### src/rtl/mul_div_unit_pkg.sv
// Shared CPU constants: M-extension funct3 encodings and the mul/div sequencer states.
package mul_div_unit_pkg;

    localparam logic [2:0] OP_MUL    = 3'b000;
    localparam logic [2:0] OP_MULH   = 3'b001;
    localparam logic [2:0] OP_MULHSU = 3'b010;
    localparam logic [2:0] OP_MULHU  = 3'b011;
    localparam logic [2:0] OP_DIV    = 3'b100;
    localparam logic [2:0] OP_DIVU   = 3'b101;
    localparam logic [2:0] OP_REM    = 3'b110;
    localparam logic [2:0] OP_REMU   = 3'b111;

    typedef enum logic [1:0] {
        ST_IDLE = 2'd0,
        ST_CALC = 2'd1,
        ST_FIX  = 2'd2,
        ST_DONE = 2'd3
    } md_state_e;

endpackage

### src/rtl/mul_div_unit.sv
// Iterative radix-2 multiply/divide unit for the RV M extension.
// Both algorithms run on operand magnitudes through one shared adder/subtractor;
// signs are restored in FIX. Divide-by-zero and signed overflow finish at accept.
module mul_div_unit
    import mul_div_unit_pkg::*;
#(
    parameter int unsigned XLEN = 32,
    parameter int unsigned TAGW = 5
) (
    input  logic            clk,
    input  logic            reset_n,
    input  logic            start,
    input  logic [2:0]      op,
    input  logic [XLEN-1:0] a,
    input  logic [XLEN-1:0] b,
    input  logic [TAGW-1:0] tag_in,
    input  logic            flush,
    output logic            ready,
    output logic            done,
    output logic [XLEN-1:0] result,
    output logic [TAGW-1:0] tag_out
);

    localparam int unsigned CNTW = $clog2(XLEN + 1);
    localparam int unsigned SUMW = XLEN + 2;

    md_state_e         r_state;
    md_state_e         w_next_state;
    logic [CNTW-1:0]   r_cnt;
    logic [2*XLEN-1:0] r_acc;
    logic [XLEN-1:0]   r_opb;
    logic [2:0]        r_op;
    logic              r_neg;
    logic [TAGW-1:0]   r_tag;
    logic [XLEN-1:0]   r_result;
    logic [TAGW-1:0]   r_tag_out;

    logic              w_accept;
    logic              w_a_signed;
    logic              w_b_signed;
    logic              w_a_neg;
    logic              w_b_neg;
    logic [XLEN-1:0]   w_a_mag;
    logic [XLEN-1:0]   w_b_mag;
    logic              w_neg;
    logic              w_div_zero;
    logic              w_overflow;
    logic              w_special;
    logic [XLEN-1:0]   w_special_res;

    logic [XLEN-1:0]   w_hi;
    logic [XLEN-1:0]   w_lo;
    logic [XLEN:0]     w_x;
    logic [SUMW-1:0]   w_y;
    logic [SUMW-1:0]   w_sum;
    logic              w_sub;
    logic              w_borrow;
    logic [XLEN:0]     w_mul_hi;
    logic [2*XLEN-1:0] w_step;

    logic [2*XLEN-1:0] w_prod;
    logic [XLEN-1:0]   w_rem;
    logic [XLEN-1:0]   w_fix_res;

    assign ready    = (r_state == ST_IDLE) || (r_state == ST_DONE);
    assign done     = (r_state == ST_DONE);
    assign result   = r_result;
    assign tag_out  = r_tag_out;
    assign w_accept = start && ready && !flush;

    // Operand decode at accept: signedness, magnitudes, result sign and special cases
    always_comb begin
        w_a_signed    = (op == OP_MULH) || (op == OP_MULHSU) || (op == OP_DIV) || (op == OP_REM);
        w_b_signed    = (op == OP_MULH) || (op == OP_DIV) || (op == OP_REM);
        w_a_neg       = w_a_signed && a[XLEN-1];
        w_b_neg       = w_b_signed && b[XLEN-1];
        w_a_mag       = w_a_neg ? (~a + XLEN'(1)) : a;
        w_b_mag       = w_b_neg ? (~b + XLEN'(1)) : b;
        w_neg         = (op == OP_REM) ? w_a_neg : (w_a_neg ^ w_b_neg);
        w_div_zero    = op[2] && (b == '0);
        w_overflow    = ((op == OP_DIV) || (op == OP_REM)) && (a == {1'b1, {(XLEN-1){1'b0}}}) && (&b);
        w_special     = w_div_zero || w_overflow;
        w_special_res = '0;
        if (w_div_zero) begin
            w_special_res = op[1] ? a : '1;
        end else if (w_overflow) begin
            w_special_res = op[1] ? '0 : a;
        end
    end

    // One radix-2 step: add multiplicand on multiplier LSB, or trial-subtract divisor
    always_comb begin
        w_hi     = r_acc[2*XLEN-1:XLEN];
        w_lo     = r_acc[XLEN-1:0];
        w_sub    = r_op[2];
        w_x      = w_sub ? {w_hi, w_lo[XLEN-1]} : {1'b0, w_hi};
        w_y      = {2'b00, r_opb};
        w_sum    = {1'b0, w_x} + (w_sub ? ~w_y : w_y) + SUMW'(w_sub);
        w_borrow = w_sum[SUMW-1];
        w_mul_hi = w_lo[0] ? w_sum[XLEN:0] : w_x;
        if (w_sub) begin
            w_step = {(w_borrow ? w_x[XLEN-1:0] : w_sum[XLEN-1:0]), w_lo[XLEN-2:0], ~w_borrow};
        end else begin
            w_step = {w_mul_hi, w_lo[XLEN-1:1]};
        end
    end

    // Sign correction and half/quotient/remainder selection
    always_comb begin
        w_prod    = r_neg ? (~r_acc + (2*XLEN)'(1)) : r_acc;
        w_rem     = r_neg ? (~r_acc[2*XLEN-1:XLEN] + XLEN'(1)) : r_acc[2*XLEN-1:XLEN];
        w_fix_res = w_prod[2*XLEN-1:XLEN];
        case (r_op)
            OP_MUL:           w_fix_res = w_prod[XLEN-1:0];
            OP_DIV, OP_DIVU:  w_fix_res = w_prod[XLEN-1:0];
            OP_REM, OP_REMU:  w_fix_res = w_rem;
            default:          w_fix_res = w_prod[2*XLEN-1:XLEN];
        endcase
    end

    // State register
    always_ff @(posedge clk or negedge reset_n) begin
        if (!reset_n) begin
            r_state <= ST_IDLE;
        end else begin
            r_state <= w_next_state;
        end
    end

    // Next-state logic; flush overrides everything
    always_comb begin
        w_next_state = r_state;
        case (r_state)
            ST_IDLE: if (w_accept) w_next_state = w_special ? ST_DONE : ST_CALC;
            ST_CALC: if (r_cnt == CNTW'(1)) w_next_state = ST_FIX;
            ST_FIX:  w_next_state = ST_DONE;
            ST_DONE: begin
                if (w_accept) w_next_state = w_special ? ST_DONE : ST_CALC;
                else          w_next_state = ST_IDLE;
            end
            default: w_next_state = ST_IDLE;
        endcase
        if (flush) w_next_state = ST_IDLE;
    end

    // Datapath: operand load, iteration, and result/tag capture
    always_ff @(posedge clk or negedge reset_n) begin
        if (!reset_n) begin
            r_cnt     <= '0;
            r_acc     <= '0;
            r_opb     <= '0;
            r_op      <= OP_MUL;
            r_neg     <= 1'b0;
            r_tag     <= '0;
            r_result  <= '0;
            r_tag_out <= '0;
        end else if (w_accept) begin
            r_cnt <= CNTW'(XLEN);
            r_op  <= op;
            r_neg <= w_neg;
            r_tag <= tag_in;
            if (op[2]) begin
                r_acc <= {{XLEN{1'b0}}, w_a_mag};
                r_opb <= w_b_mag;
            end else begin
                r_acc <= {{XLEN{1'b0}}, w_b_mag};
                r_opb <= w_a_mag;
            end
            if (w_special) begin
                r_result  <= w_special_res;
                r_tag_out <= tag_in;
            end
        end else if (!flush) begin
            if (r_state == ST_CALC) begin
                r_acc <= w_step;
                r_cnt <= r_cnt - CNTW'(1);
            end else if (r_state == ST_FIX) begin
                r_result  <= w_fix_res;
                r_tag_out <= r_tag;
            end
        end
    end

endmodule

### config.mk
export PLATFORM = sky130hd
export DESIGN_NAME = mul_div_unit
export DESIGN_NICKNAME = d
export VERILOG_FILES = /design/src/rtl/mul_div_unit_pkg.sv /design/src/rtl/mul_div_unit.sv
export SDC_FILE = /design/constraint.sdc
export NUM_CORES = 1
export LEC_CHECK = 0
export BUFFER_PORTS_ARGS = -buffer_cell sky130_fd_sc_hd__buf_2
export CAP_MARGIN = 25
export CORE_ASPECT_RATIO = 1.4
export CORE_UTILIZATION = 51
export CTS_BUF_LIST = sky130_fd_sc_hd__clkbuf_8
export DETAILED_ROUTE_END_ITERATION = 7
export GPL_TIMING_DRIVEN = 0
export PLACE_DENSITY = 0.73
export SLEW_MARGIN = 15
export SYNTH_ARGS = -nofsm -noshare
export SYNTH_HDL_FRONTEND = slang
export SYNTH_SLANG_ARGS = --single-unit
export TNS_END_PERCENT = 10
### constraint.sdc
create_clock -name clk -period 5.26 [get_ports clk]
set_input_delay 0.263 -clock clk [delete_from_list [all_inputs] [get_ports clk]]
set_output_delay 0.263 -clock clk [all_outputs]
set_load 0.005 [all_outputs]
Word level (Yosys, flattened, before mapping)
Cells that the tools add are included.

cells by class
  add/subtract/negate cells = 7
  bitwise gates (word level) = 7
  reduce and logical (&&, ||, !) cells = 27
  mux-type cells = 39
  eq/ne operators = 18

operators with widths
  operator               count
  $mux 32                15
  $mux 64                5
  $add 32x1->32 const B  3
  $not 32->32            3
  $mux 33                2
  $add 64x1->64 const B  1
  $not 64->64            1
  $pmux 32 s2            1
  $add 33x34->34         1
  $add 34x1->34          1
  $mux 34                1
  $not 32->34            1
  $eq 32x32->1 const B   1
  $logic_not 32->1       1
  $reduce_and 32->1      1
  $mux 5                 5
  $eq 3x3->1 const B     6
  $mux 6                 3
  $mux 2                 5
  $logic_or 1x1->1       8
  $pmux 2 s4             1
  $logic_and 1x1->1      7
  $eq 6x1->1 const B     1
  $ne 3x3->1 const B     2
  other kinds (18)       22

storage, ports and cells
  output and inout bits = 39
  input port bits = 76
  logic and storage cells = 107
  bits in registers = 150

Longest topological paths before layout
Gate-level depths: netlist (run 1).

  word-level depth = 9
  depth in mapped cells = 18
  depth with buffers taken out = 11

Least setup slack after synthesis (run 1)
Ideal clock, no wire load.

  kind = reg2reg
  from = reg r_op[2]
  to = reg r_acc[43]
  setup time = 140 ps
  buffers on the path = 4
  path slack = 1023 ps
  period minus slack after synthesis = 4237 ps
  cell stages (with the launch flop) = 15
  data arrival time = 4097 ps
  data required time = 5120 ps
  cell sequence = dfrtp_1 -> clkbuf_1 -> clkbuf_1 -> buf_1 -> clkbuf_1 -> xor2_1 -> ha_1 -> a21oi_1 -> nor2b_1 -> o41ai_1 -> a21boi_0 -> o2111ai_1 -> or3b_2 -> mux2i_1 -> o221ai_1

between the ends
  word-level cells in the longest chain between the ends = 8
  elaborated cells between the ends (all ways) = 10
  those cells by class = add/sub: 2; mux: 8

ends and longest elaborated chain
  element                             line                                      source
  start, declared                     mul_div_unit.sv:32                        logic [2:0] r_op;
  start signal, assigned              mul_div_unit.sv:159                       r_op <= op;
  $mux 33 or $mux 34 (tied branches)  mul_div_unit.sv:96, mul_div_unit.sv:98
  $add 33x34->34                      mul_div_unit.sv:98                        w_sum = {1'b0, w_x} + (w_sub ? ~w_y : w_y) + SUMW'(w_sub);
  $add 34x1->34                       mul_div_unit.sv:98
  $mux 33 or $mux 32 (tied branches)  mul_div_unit.sv:100, mul_div_unit.sv:102
  $mux 64 (*)                         mul_div_unit.sv:101                       if (w_sub) begin
  $mux 64 (*)                         mul_div_unit.sv:174                       if (r_state == ST_CALC) begin
  $mux 64 (*)                         mul_div_unit.sv:173                       end else if (!flush) begin
  $mux 64 (*)                         mul_div_unit.sv:157                       end else if (w_accept) begin
  end signal, assigned                mul_div_unit.sv:163                       r_acc <= {{XLEN{1'b0}}, w_a_mag};
  end signal, assigned                mul_div_unit.sv:166                       r_acc <= {{XLEN{1'b0}}, w_b_mag};
  end signal, assigned                mul_div_unit.sv:175                       r_acc <= w_step;
  end, declared                       mul_div_unit.sv:30                        logic [2*XLEN-1:0] r_acc;

Every way passes the cells marked *; elsewhere a longest branch is shown, timed or not. The select of a mux whose other input is x is not followed.
A chain may end at the register's enable or synchronous reset.

Worst setup path in the final report (run 1)
  from = reg r_op[2]
  to = reg r_acc[63]

Same word-level chain as after synthesis.

==> reports/metrics.cfg, run 1 <==
[die]
die_h_um=204
initial_utilization=0.521
core_um2=28600
fp.dieW_um=146
core.rowCount=73
die-area_um2=29900
io_pins=115

[setup_path]
r2r_cells=15
start_kind=register
r2r_slack_ps=9
crit-reg2reg-capture=r_acc[63]
setup.worst_path.end_class=register
arrival_ps=5630
crit_path_start=r_op[2]
path_max_fanout=10
critical_path.reg2reg.startpoint=r_op[2]
path_class=register to register
crit_path_end=r_acc[63]
crit_required_ps=5630

[cts]
clock-sinks=150
clk_latency_ps=520
max-clock-path-buffers=2
cts-root-buf=clkbuf_8
clk_pin_slew_ps=100
postCtsSetupRepairBufs=0
htree_levels=4
cts_tree=yes
cts_buffers=17

[place]
post-place-ws_ps=-1030
hpwl_mm=53.7
numPlacedInstances=2432
io_buffers=110
gp_congestion=1.04

[grt]
grt_pass1_wl_mm=101
grt_overflow_total=0
grt_use_total=0.459
grt_max_degree=99
antenna_found_initial=1
grt_pass1_vias=15900

[worst_hold_path]
hp-class=primary input to register

[synth]
synth_area_leaders=dfrtp_1 25%, o21ai_0 6.3%, xnor2_1 5.8%
synthCells=1945
ys_ff_latch=150
yosys_warnings=0
async_flop_share=1.00
netlist_area_um2=14900
synth_largest_type_area_fraction=0.252
synth-edff-count=0
synth_area_per_cell_um2=7.66
synthesis.nets=2064
ys_types=83
synthFlopType=dfrtp_1
seq_area_frac_synth=0.252
synth_top_area_cell=dfrtp_1

[cells_and_area]
layout_commonest_cell=nand2_1
stdcell_count=2468
final_cell_mix=216 x nand2_1, 186 x o21ai_0, 149 x dfrtp_1
final_nets=2199
insertedDiodeCount=0
fillers=2719
drive_gt1_frac=0.128
area_growth_syn_to_layout_pct=10.6

[timing]
relSlewSlack=0.266
setup_viol=0
worst_slew_pin_slew_ps=1090
setup_slack_ps=8.97
setup-tns-final_ps=0
rsz0062_at_grt=false
clock_skew_ps=14.9
post-route-period-util=0.998
fin_crit_ps=5250
final_hold_viol_count=0
max_freq_mhz=190
slew_viol_final=0

[detailed_routing]
vias=16700
wirelength_mm=68.3
antenna_left=0
drt_iter0_markers=1909
wire_per_inst_um=27.7
drt_pass1_iterations=8
routed_via_density=6.75
post-route-drc-count=0

[pwr]
power_frac_seq=0.188
p_total_mw=11.9
ir_worst_vdd_mv=0.313
p_int_mw=5.09
power_density_nw_per_um2=725
pwr-share-comb=0.728
clkPwrFrac=0.083
power.leakage_nw=6.73
switching_share=0.574
switching_power_mw=6.85

[outcome]
status=finished, final reports clean

[run]
drv_cap=0

==> power groups by stage <==
stage                     Combinational [mW]  Sequential [mW]  Clock [mW]
after floorplan                         5.76             2.01           0
after global placement                  8.23             2.20           0
after detailed placement                8.33             2.22           0
after CTS                               8.38             2.21       0.976
after global routing                    9.26             2.28        1.01
final                                   8.70             2.25       0.995
==> through the flow <==
stage	util	cell area, µm²	hold slack [ps]
4_1_cts	0.576	16500	34.7
5_1_grt	0.576	16500	72.9
2_1_floorplan	-	14900	-32.6
3_3_place_gp	0.557	15900	448
3_5_place_dp	0.558	16000	203
6_report	0.576	16500	38.5
==> registers in the layout, indices dropped and copies added, names as in the netlist <==
| name | count |
|---|---|
| r_acc | 64 |
| r_cnt | 6 |
| r_neg | 1 |
| r_op | 3 |
| r_opb | 32 |
| r_state | 2 |
| r_tag | 5 |
| result | 32 |
| tag_out | 5 |
==> synth_stat cells (7+ instances only) <==
cell type and count:
a211oi_1 24, a21o_1 17, a21oi_1 138, a221o_1 7, a22oi_1 13, a31oi_1 42
and2_1 14, and3_1 8, buf_1 12, buf_2 12, clkbuf_1 134, dfrtp_1 150
ha_1 42, inv_1 45, mux2_2 49, mux2i_1 47, nand2_1 216, nand2b_1 12
nand3_1 31, nand4_1 26, nor2_1 149, nor2b_1 11, nor3_1 51, nor4_1 16
o211ai_1 16, o21a_1 7, o21ai_0 187, o21ai_1 12, o221ai_1 13, o22ai_1 30
o31ai_1 33, o41ai_1 18, o41ai_2 7, or2_2 14, or3_1 31, or4_1 17
xnor2_1 98, xor2_1 94
==> critical path, stage by stage, from the launching register on <==
cell and delay [ps]:
dfrtp_2 560, clkbuf_2 370, clkbuf_2 350, clkbuf_2 330
xor2_1 280, ha_1 280, clkbuf_1 210, a21oi_1 190
nor2b_1 60, o21ai_0 270, a21oi_1 190, o41ai_2 680
clkbuf_1 620, o211a_1 270, a31oi_1 50, o31ai_1 400
==> cell type report <==
class                           instances  area, µm²  share of cell area
Timing Repair Buffer                  118        653              0.0396
Buffer                                162        674              0.0409
Sequential cell                       150       3750               0.228
Clock inverter                         15        179              0.0109
Inverter                               45        169              0.0103
Multi-Input combinational cell       1586      10300               0.628
Clock buffer                           17        234              0.0142
Tap cell                              375        469              0.0285
==> cell families after synthesis <==
family	share of synthesized area
compound gates	0.274
xor+xnor	0.113
fa+ha+maj	0.0366
buf+inv	0.0559
flops	0.252
mux	0.0686
simple gates	0.200
==> per-layer routing <==
metal | up-vias | routed length (µm) | track usage
met5 | - | 0 | 0
met4 | 0 | 6560 | 0.382
met3 | 335 | 5780 | 0.0873
met2 | 1077 | 31300 | 0.749
met1 | 7861 | 24700 | 0.520
li1 | 7386 | - | -
==> what timing repair did <==
item	in CTS	in global routing
endpoints found under the hold margin	57	0
endpoints found under the setup margin	33	23
hold buffers	6	0
resized for setup	14	9
==> how the worst min path moves through the flow <==
stage,startpoint,to,slack [ps],depth (start not counted)
finish,op[1],r_op[1],40,3
global placement,r_tag[3],r_tag[3],450,2
floorplan,reset_n,r_acc[0],-30,0
global route,op[1],r_op[1],70,3
CTS,op[1],r_op[1],30,3
detailed placement,reset_n,result[22],200,1
Note: power is estimated with default switching activity, not from simulation.
==> run 2: changes to the inputs <==
- PLACE_DENSITY: 0.73 -> 0.77
==> run 2 against run 1 <==
Net effect: first-iteration DRC count increased by 12%; design area about the same; wire length decreased by 0.35%; clock skew up 3.7 ps; final cell count is 0.12% higher; core utilization is essentially flat; non-clock buffer count grew 2; combinational power is essentially flat; worst setup slack improved by 190 ps; sequential power about the same; critical endpoint unchanged; largest power group unchanged; highest routed layer is now met5.
==> reports/metrics.cfg, run 2 (synthesized netlist as in run 1, its figures left out) <==
[timing]
clock_skew_ps=18.6
rsz0062_at_grt=true
relSlewSlack=0.340
fin_crit_ps=5060
slew_viol_final=0
final_hold_viol_count=0
post-route-period-util=0.962
max_freq_mhz=198
worst_slew_pin_slew_ps=980
setup_viol=0
setup-tns-final_ps=0

[cells_and_area]
utilization=0.576
area_growth_syn_to_layout_pct=10.6
drive_gt1_frac=0.130
regMostFlops=r_acc
final_cell_mix=216 x nand2_1, 186 x o21ai_0, 149 x dfrtp_1
final_nets=2201
layout_commonest_cell=nand2_1
largest_reg_flops=64

[grt]
grt_pass1_vias=15800
grt_pass1_wl_mm=99.9
grt_max_degree=100
antenna_found_initial=3
grt_overflow_total=0
grt_use_total=0.456

[die]
die_h_um=204
die-area_um2=29900
fp.dieW_um=146
core.rowCount=73
io_pins=115
initial_utilization=0.521
core_um2=28600

[cts]
cts_tree=yes
postCtsSetupRepairBufs=0
clk_pin_slew_ps=110
clock-sinks=150
cts_buffers=17
max-clock-path-buffers=2
clk_latency_ps=510
cts-root-buf=clkbuf_8
htree_levels=4

[detailed_routing]
antenna_left=0
wirelength_mm=68.1
routed_via_density=6.76
drt_pass1_iterations=8
vias=16700
post-route-drc-count=0
wire_per_inst_um=27.6
drt_iter0_markers=2140

[pwr]
power.leakage_nw=6.74
power_density_nw_per_um2=722
ir_worst_vdd_mv=0.304

[setup_path]
path_max_fanout=10
start_kind=register
r2r_slack_ps=200
crit_required_ps=5650
setup.worst_path.end_class=register
path_class=register to register
arrival_ps=5450

[run]
drv_cap=0

[place]
io_buffers=110
hpwl_mm=53.6
gp_congestion=1.06

[outcome]
status=finished, final reports clean

[worst_hold_path]
hp-class=primary input to register

## run 2: critical path, stage by stage (launching register included)
cell and delay [ps]:
dfrtp_2 540, clkbuf_2 360, clkbuf_2 330, clkbuf_2 350
xor2_1 330, ha_1 300, clkbuf_1 200, a21oi_1 200
nor2b_1 60, o21ai_0 230, a21oi_1 150, o41ai_2 450
buf_4 260, clkbuf_1 520, o211a_1 270, a31oi_1 40
o31ai_1 320
## run 2: cell type report
type                       count  area, µm²
antenna                        1       2.50
buffer                       162        673
clock buffer                  17        234
clock inverter                15        156
fill                        2740      12100
inverter                      45        169
multi-input combinational   1586      10300
sequential                   150       3750
tap                          375        469
timing repair buffer         120        666
## run 2: what timing repair did
action                                  CTS  global route
endpoints found under the setup margin   33            33
resized for setup                        15             8
hold endpoints to repair                 56             0
hold buffers                              6             0
## run 2: path summary, 6_finish.rpt
kind | startpoint | to | depth (start not counted)
max reg2reg | r_op[2] | r_acc[63] | 16
max in group asynchronous | reset_n | r_acc[17] | 3
min | op[1] | r_op[1] | 3
max | r_op[2] | r_acc[63] | 16
min in group asynchronous | reset_n | result[29] | 2
min reg2reg | r_tag[1] | r_tag[1] | 2
## run 2: power by group
group	internal (mW)	leakage, nW	switching, mW	total [mW]
clock network	0.395	0.201	0.557	0.953
logic	3.03	4.67	5.66	8.70
registers	1.66	1.87	0.576	2.23
total	5.09	6.74	6.80	11.9
## run 2: per-stage QoR
step                      setup WS (ps)  std cells  power (mW)  hold WS (ps)  instance area [µm²]
after floorplan                    1020       1945        7.76         -32.6                14900
after global placement            -1370       2430        10.4           448                15900
after detailed placement           -777       2434        10.5           203                16000
after CTS                          6.75       2472        11.5          37.1                16500
after global routing              -10.6       2471        12.5          54.9                16500
final                               200       2471        11.9          56.6                16500
## run 2: layer usage
| layer | track usage | share of wire | wire (µm) |
|---|---|---|---|
| met5 | 0 | 0.00013 | 9 |
| met4 | 0.393 | 0.11 | 7160 |
| met3 | 0.0848 | 0.090 | 6100 |
| met2 | 0.733 | 0.45 | 30700 |
| met1 | 0.522 | 0.35 | 24100 |
